## src/rtl/port_in_conditioner.sv

```systemverilog
// Input-port front end: two-flop synchronizer plus whole-vector debounce FSM,
// presenting a stable PortIn with sticky change flags and a change counter.
module port_in_conditioner #(
    parameter int WIDTH           = 8,
    parameter int DEBOUNCE_CYCLES = 4,
    parameter int COUNT_WIDTH     = 16
) (
    input  logic                   clk,
    input  logic                   reset,
    input  logic [WIDTH-1:0]       RawIn,
    input  logic                   Ack,
    output logic [WIDTH-1:0]       PortIn,
    output logic                   ChangePulse,
    output logic                   Changed,
    output logic [WIDTH-1:0]       ChangedBits,
    output logic [COUNT_WIDTH-1:0] ChangeCount
);

    localparam int CNT_W = (DEBOUNCE_CYCLES > 1) ? $clog2(DEBOUNCE_CYCLES) : 1;
    localparam logic [CNT_W-1:0] CNT_LAST = CNT_W'(DEBOUNCE_CYCLES - 1);

    typedef enum logic {
        ST_STABLE   = 1'b0,
        ST_SETTLING = 1'b1
    } state_t;

    state_t                 state_q, state_d;
    logic [WIDTH-1:0]       sync1_q, sync2_q;
    logic [WIDTH-1:0]       candidate_q, candidate_d;
    logic [CNT_W-1:0]       cnt_q, cnt_d;
    logic [WIDTH-1:0]       port_in_q, port_in_d;
    logic                   change_pulse_q, change_pulse_d;
    logic                   changed_q, changed_d;
    logic [WIDTH-1:0]       changed_bits_q, changed_bits_d;
    logic [COUNT_WIDTH-1:0] change_count_q, change_count_d;
    logic                   commit;

    always_comb begin
        state_d        = state_q;
        candidate_d    = candidate_q;
        cnt_d          = cnt_q;
        port_in_d      = port_in_q;
        change_pulse_d = 1'b0;
        changed_d      = changed_q;
        changed_bits_d = changed_bits_q;
        change_count_d = change_count_q;
        commit         = 1'b0;

        case (state_q)
            ST_STABLE: begin
                if (sync2_q != port_in_q) begin
                    candidate_d = sync2_q;
                    cnt_d       = '0;
                    state_d     = ST_SETTLING;
                end
            end
            ST_SETTLING: begin
                if (sync2_q == candidate_q && cnt_q == CNT_LAST) begin
                    commit  = 1'b1;
                    cnt_d   = '0;
                    state_d = ST_STABLE;
                end else if (sync2_q == candidate_q) begin
                    cnt_d = cnt_q + CNT_W'(1);
                end else if (sync2_q == port_in_q) begin
                    // Excursion returned to the accepted value: drop it silently.
                    cnt_d   = '0;
                    state_d = ST_STABLE;
                end else begin
                    candidate_d = sync2_q;
                    cnt_d       = '0;
                end
            end
            default: state_d = ST_STABLE;
        endcase

        // A commit on an Ack edge wins, but only keeps the bits of this change.
        if (commit) begin
            port_in_d      = candidate_q;
            change_pulse_d = 1'b1;
            change_count_d = change_count_q + COUNT_WIDTH'(1);
            changed_d      = 1'b1;
            changed_bits_d = (Ack ? '0 : changed_bits_q) | (port_in_q ^ candidate_q);
        end else if (Ack) begin
            changed_d      = 1'b0;
            changed_bits_d = '0;
        end
    end

    always_ff @(posedge clk or posedge reset) begin
        if (reset) begin
            sync1_q        <= '0;
            sync2_q        <= '0;
            state_q        <= ST_STABLE;
            candidate_q    <= '0;
            cnt_q          <= '0;
            port_in_q      <= '0;
            change_pulse_q <= 1'b0;
            changed_q      <= 1'b0;
            changed_bits_q <= '0;
            change_count_q <= '0;
        end else begin
            sync1_q        <= RawIn;
            sync2_q        <= sync1_q;
            state_q        <= state_d;
            candidate_q    <= candidate_d;
            cnt_q          <= cnt_d;
            port_in_q      <= port_in_d;
            change_pulse_q <= change_pulse_d;
            changed_q      <= changed_d;
            changed_bits_q <= changed_bits_d;
            change_count_q <= change_count_d;
        end
    end

    assign PortIn      = port_in_q;
    assign ChangePulse = change_pulse_q;
    assign Changed     = changed_q;
    assign ChangedBits = changed_bits_q;
    assign ChangeCount = change_count_q;

endmodule
```

## config.mk

```make
export PLATFORM = sky130hd
export DESIGN_NAME = port_in_conditioner
export DESIGN_NICKNAME = d
export VERILOG_FILES = /design/src/rtl/port_in_conditioner.sv
export SDC_FILE = /design/constraint.sdc
export NUM_CORES = 1
export LEC_CHECK = 0
export CAP_MARGIN = 0
export CORE_MARGIN = 1
export CORE_UTILIZATION = 51
export CTS_BUF_LIST = sky130_fd_sc_hd__clkbuf_16
export DETAILED_ROUTE_END_ITERATION = 8
export PLACE_DENSITY = 0.79
export SYNTH_ARGS = -nofsm -noshare
export SYNTH_HDL_FRONTEND = slang
export SYNTH_SLANG_ARGS = --single-unit
export TNS_END_PERCENT = 1
```

## constraint.sdc

```tcl
create_clock -name clk -period 2.65 [get_ports clk]
set_input_delay 0.6625 -clock clk [delete_from_list [all_inputs] [get_ports clk]]
set_output_delay 0.6625 -clock clk [all_outputs]
set_load 0.02 [all_outputs]
```

==> impl_metrics.csv, run 1 <==
group,metric,value,unit
synth,ys_seq_area_frac,0.613,
job,cap_viol_max_count,0,
synth,ys_ff_latch,61,
final_layout,nets,269,
clock_tree,htreeDepth,3,
synth,synth_flop_cell,"dfrtp_1",
clock_tree,cts_sinks,61,
final_layout,syn2layout_area_growth,30.9,%
global_route,grt-ovfl-total,0,
pwr,p_leak,1.45,nW
sta,setup_viol,0,
die,io_pins,45,
drt,postRouteAntennaNets,0,
sta,final.setup_skew,0.00650,ns
clock_tree,cts-root-buf,"clkbuf_16",
critical_path,crit_required,1.99,ns
global_route,antenna_found_initial,0,
sta,fin_crit_sh,0.778,
synth,synth_fp_nets,215,
synth,synthCells,202,
final_layout,n_fill_cell,338,
sta,tns,0,ns
synth,synth_top_area_frac,0.613,
clock_tree,cts_buffers,9,
critical_path,rrSetupSlack,0.61,ns
min_path,hold_class,"reg -> reg",
drt,first_pass_iters,6,
run_status,violations,"design-rule violations",
clock_tree,cts_tree,"done",
clock_tree,cts_max_path_buffers,2,
final_layout,drive_gt1_frac,0.115,
critical_path,cp_max_fo,6,
drt,routed_via_density,4.88,
critical_path,cp_slowest_cell,"clkdlybuf4s50_1",
critical_path,slowest_delay,0.65,ns
drt,wl_per_cell,13.0,um
synth,ys_warn_count,0,
synth,synth_edf_count,0,
drt,vias,1595,
pwr,p_int,1.60,mW
sta,rsz0062_at_grt,"false",
pwr,vdd_ir_drop_max,450,uV
pwr,fin_total_pwr,2.01,mW
pwr,p_seq_frac,0.482,
pwr,power_frac_clock,0.479,
placement,detailedPlace.worstSlack,0.597,ns
global_route,grt_usage,0.191,
critical_path,start_kind,"flop",
critical_path,cp.buffers_inverters,1,
critical_path,worstPathCellList,"clkdlybuf4s50_1",
critical_path,crit_family,"buffers and inverters",
sta,worst_pin_slew,0.563,ns
synth,synth_top_cell_by_area,"dfrtp_1",
drt,drc,2,
die,core.rowCount,25,
drt,first_iter_violations,109,
synth,synth_cell_types,27,
placement,dp_hpwl,2990,um
clock_tree,cts.hold.buffers_added,0,
run_status,status,"finished, violations left",
synth,synth.area.top_cells,"dfrtp_1 61%, xnor2_1 9.5%, nand2_1 4.7%",
final_layout,n_antenna_cell,0,
sta,slew_headroom,0.623,
sta,period_needed,2.06,ns
die,core_area,4720,um^2
critical_path,reg2reg_depth,6,
final_layout,layout_commonest_cell,"dfrtp_1",
clock_tree,clkTransAtPathRegs,0.04,ns
pwr,power-per-cell-area,618,nW/um^2
synth,syn_area,2490,um^2
sta,final_max_slew_viol_count,0,
pwr,comb_power_share,0.039,
pwr,p_switching,0.417,mW
synth,async_flop_share,1.00,
die,die_w,71.9,um
synth,avgSynthCellArea,12.3,um^2
sta,fin_ws,0.588,ns
placement,place_congestion,0.770,
pwr,p_sw_frac,0.207,
sta,hold_viol,0,
placement,io_buffers,44,
die,start_util,0.527,
critical_path,worst-setup-path-type,"reg -> out",
global_route,grt_pass1_vias,1536,
global_route,grt_max_degree,24,
critical_path,path_depth,1,
global_route,grt_pass1_wl,7230,um
final_layout,final_cell_mix,"61 x dfrtp_1, 44 x clkdlybuf4s50_1, 31 x nand2_1, 27 x xnor2_1",
min_path,hold-path-cell-count,0,
drt,routed_wl,4250,um
clock_tree,cts_setup_buffers,0,
sta,fmax,485,MHz
die,die_area,5170,um^2
clock_tree,insertion_delay,0.32,ns
critical_path,cp.arrival,1.40,ns
clock_tree,cts_resized,0,
critical_path,crit_path_end_kind,"output port",
die,die_h,71.9,um
[cell usage after synthesis (4+ instances only)]
cell / n
nand3_1: 9
nor3_1: 4
nand2_1: 31
nor2_1: 4
inv_1: 10
xor2_1: 12
nand4_1: 6
dfrtp_1: 61
o22ai_1: 8
xnor2_1: 27
mux2_2: 9
[through the flow]
stage | instances | hold slack [ns] | area (um^2) | util
global placement | 312 | 0.332 | 3010 | 0.637
floorplan | 202 | 0.331 | 2490 | -
CTS | 327 | 0.345 | 3260 | 0.690
finish | 327 | 0.343 | 3260 | 0.690
global route | 327 | 0.349 | 3260 | 0.690
detailed placement | 312 | 0.335 | 3010 | 0.637
[sequential cells by signal (all words and copies together) (netlist names)]
signal and cells:
cnt_q 2, ChangeCount 16, Changed 1, sync1_q 8, state_q 1, candidate_q 8, sync2_q 8, ChangePulse 1
ChangedBits 8, PortIn 8
[area by class of cell]
cell class,count,area (um^2),share of cell area
Clock inverter,6,25.0,0.00768
Inverter,11,41.3,0.0127
Tap cell,67,83.8,0.0257
Timing Repair Buffer,48,470,0.144
Clock buffer,9,225,0.0691
Multi-Input combinational cell,125,887,0.272
Sequential cell,61,1530,0.468
[layer usage]
metal | global-route usage | share of wire
met1 | 0.279 | 0.50
met2 | 0.249 | 0.44
met3 | 0.0534 | 0.038
met4 | 0.118 | 0.020
met5 | 0 | 0
[final timing paths]
check / from / endpoint
max in group asynchronous: reset / ChangedBits[6]
max reg2reg: sync2_q[4] / ChangeCount[4]
min: sync1_q[6] / sync2_q[6]
min in group asynchronous: reset / sync2_q[5]
max: ChangeCount[2] / ChangeCount[2]
min reg2reg: sync1_q[6] / sync2_q[6]
[power groups by stage]
stage	combinational [mW]	sequential, mW	clock [mW]
6_report	0.0790	0.971	0.965
5_1_grt	0.0885	0.972	1.02
4_1_cts	0.0813	0.971	0.981
3_5_place_dp	0.0809	0.985	0
3_3_place_gp	0.0794	0.984	0
2_1_floorplan	0.0525	0.981	0
[cell families (layout without fill, tap and decap cells)]
kind of cell             after synthesis  after routing  share of synthesized area
buffers and inverters                 16             74                     0.0306
AO/OA/AOI/OAI                         12             12                     0.0301
flip-flops                            61             61                      0.613
multiplexers                           9              9                     0.0407
AND/OR/NAND/NOR                       63             63                      0.138
XOR/XNOR                              39             39                      0.137
adder cells (fa/ha/maj)                2              2                     0.0100
(Power assumes the default switching activity.)
==> run 2: changes to the inputs <==
==> constraint.sdc (replaced) <==
create_clock -name clk -period 1.9 [get_ports clk]
set_input_delay 0.475 -clock clk [delete_from_list [all_inputs] [get_ports clk]]
set_output_delay 0.475 -clock clk [all_outputs]
set_load 0.02 [all_outputs]
==> impl_metrics.csv, run 2 (synthesized netlist as in run 1, its figures left out) <==
group,metric,value,unit
die,die_h,71.9,um
sta,setup_viol,0,
final_layout,n_antenna_cell,0,
global_route,grt_pass1_wl,7380,um
critical_path,crit_family,"buffers and inverters",
final_layout,final_cell_mix,"61 x dfrtp_1, 37 x clkdlybuf4s50_1, 31 x nand2_1, 27 x xnor2_1, 12 x xor2_1",
die,io_pins,45,
drt,first_pass_iters,6,
critical_path,cp.arrival,1.37,ns
run_status,violations,"design-rule violations",
critical_path,setup.worst_path.start,"PortIn[1]",
final_layout,stdcell_area,3310,um^2
critical_path,cp_slowest_cell,"clkdlybuf4s50_1",
sta,rsz0062_at_grt,"true",
drt,vias,1562,
final_layout,syn2layout_area_growth,32.9,%
die,core.rowCount,25,
clock_tree,htreeDepth,3,
min_path,min_from,"sync1_q[5]",
sta,worst_pin_slew,0.324,ns
critical_path,slowest_delay,0.63,ns
drt,first_iter_violations,95,
global_route,antenna_found_initial,0,
critical_path,crit_required,1.42,ns
sta,final_max_slew_viol_count,0,
sta,final.setup_skew,0.00489,ns
global_route,grt_usage,0.197,
drt,postRouteAntennaNets,0,
critical_path,worstPathCellList,"clkdlybuf4s50_1",
pwr,vdd_ir_drop_max,667,uV
pwr,p_leak,1.58,nW
sta,fin_crit_sh,0.972,
global_route,grt_pass1_vias,1531,
final_layout,drive_gt1_frac,0.119,
drt,routed_via_density,4.76,
sta,period_needed,1.85,ns
placement,io_buffers,44,
clock_tree,cts_tree,"done",
placement,dp_hpwl,2930,um
sta,fin_ws,0.0539,ns
final_layout,nets,270,
critical_path,worstReg2RegStart,"sync2_q[4]",
die,die_area,5170,um^2
critical_path,crit_path_end_kind,"output port",
critical_path,cp_max_fo,4,
drt,wl_per_cell,13.5,um
placement,placed_cell_area,3030,um^2
clock_tree,cts-root-buf,"clkbuf_16",
job,cap_viol_max_count,0,
clock_tree,insertion_delay,0.32,ns
clock_tree,cts.hold.buffers_added,0,
drt,drc,1,
sta,fmax,542,MHz
global_route,grt_max_degree,62,
critical_path,start_kind,"flop",
clock_tree,clkTransAtPathRegs,0.05,ns
final_layout,largest_reg_flops,16,
die,core_area,4720,um^2
sta,hold_viol,0,
die,start_util,0.527,
placement,place_congestion,0.809,
drt,routed_wl,4440,um
clock_tree,cts_sinks,61,
die,die_w,71.9,um
run_status,status,"finished, violations left",
pwr,power-per-cell-area,845,nW/um^2
clock_tree,cts_buffers,9,
final_layout,layout_commonest_cell,"dfrtp_1",
global_route,grt-ovfl-total,0,
clock_tree,cts_max_path_buffers,2,
critical_path,worst-setup-path-type,"reg -> out",
sta,slew_headroom,0.782,
min_path,hold_class,"reg -> reg",
critical_path,cp.buffers_inverters,1,
placement,detailedPlace.worstSlack,0.0846,ns
run 2: cell count changes in the layout (fill, tap and decap cells not counted), sizes merged:
cell and delta:
dlymetal6s2s +7, inv -3, buf +1, clkdlybuf4s50 -7, clkinvlp +1, clkinv +2
run 2: final timing paths:
| check | to | slack, ns | depth (start not counted) |
|---|---|---|---|
| hold / removal | sync2_q[5] | 0.34 | 0 |
| min in group asynchronous | ChangeCount[7] | 0.58 | 3 |
| max in group asynchronous | candidate_q[2] | 1.05 | 3 |
| hold reg to reg | sync2_q[5] | 0.34 | 0 |
| setup reg to reg | ChangeCount[13] | 0.11 | 5 |
| setup / recovery | PortIn[1] | 0.05 | 1 |
run 2: through the flow:
step           hold slack, ns  std cells   util  TNS [ns]  power [mW]
4_1_cts                 0.346        328  0.695         0        2.83
3_5_place_dp            0.336        313  0.642         0        1.49
2_1_floorplan           0.331        202      -         0        1.44
5_1_grt                 0.350        328  0.701  -0.00602        2.92
3_3_place_gp            0.332        313  0.642         0        1.49
6_report                0.343        328  0.701         0        2.80
run 2: cell type report:
| type | instances | area [um^2] |
|---|---|---|
| Sequential cell | 61 | 1530 |
| Fill cell | 326 | 1410 |
| Multi-Input combinational cell | 125 | 892 |
| Timing Repair Buffer | 49 | 508 |
| Clock buffer | 9 | 225 |
| Tap cell | 67 | 83.8 |
| Inverter | 11 | 50.0 |
| Clock inverter | 6 | 23.8 |
run 2: layer usage:
| metal | global-route usage | routed length (um) | share of wire | up-vias |
|---|---|---|---|---|
| met3 | 0.0675 | 176 | 0.040 | 3 |
| met1 | 0.279 | 2170 | 0.49 | 736 |
| met4 | 0.0850 | 23 | 0.0052 | 0 |
| met2 | 0.277 | 2070 | 0.47 | 35 |
| met5 | 0 | 0 | 0 | - |
| li1 | - | - | - | 788 |
run 2: report_power, final:
| part | leakage [nW] | internal, mW | switching [mW] | total, mW |
|---|---|---|---|---|
| Sequential | 0.792 | 1.33 | 0.0249 | 1.35 |
| Combinational | 0.657 | 0.0544 | 0.0576 | 0.112 |
| Clock | 0.130 | 0.843 | 0.486 | 1.33 |
run 2: timing repair:
action | in CTS | in global routing
endpoints found under the setup margin | 0 | 25
buffers inserted | 0 | 0
resized for setup | 0 | 11
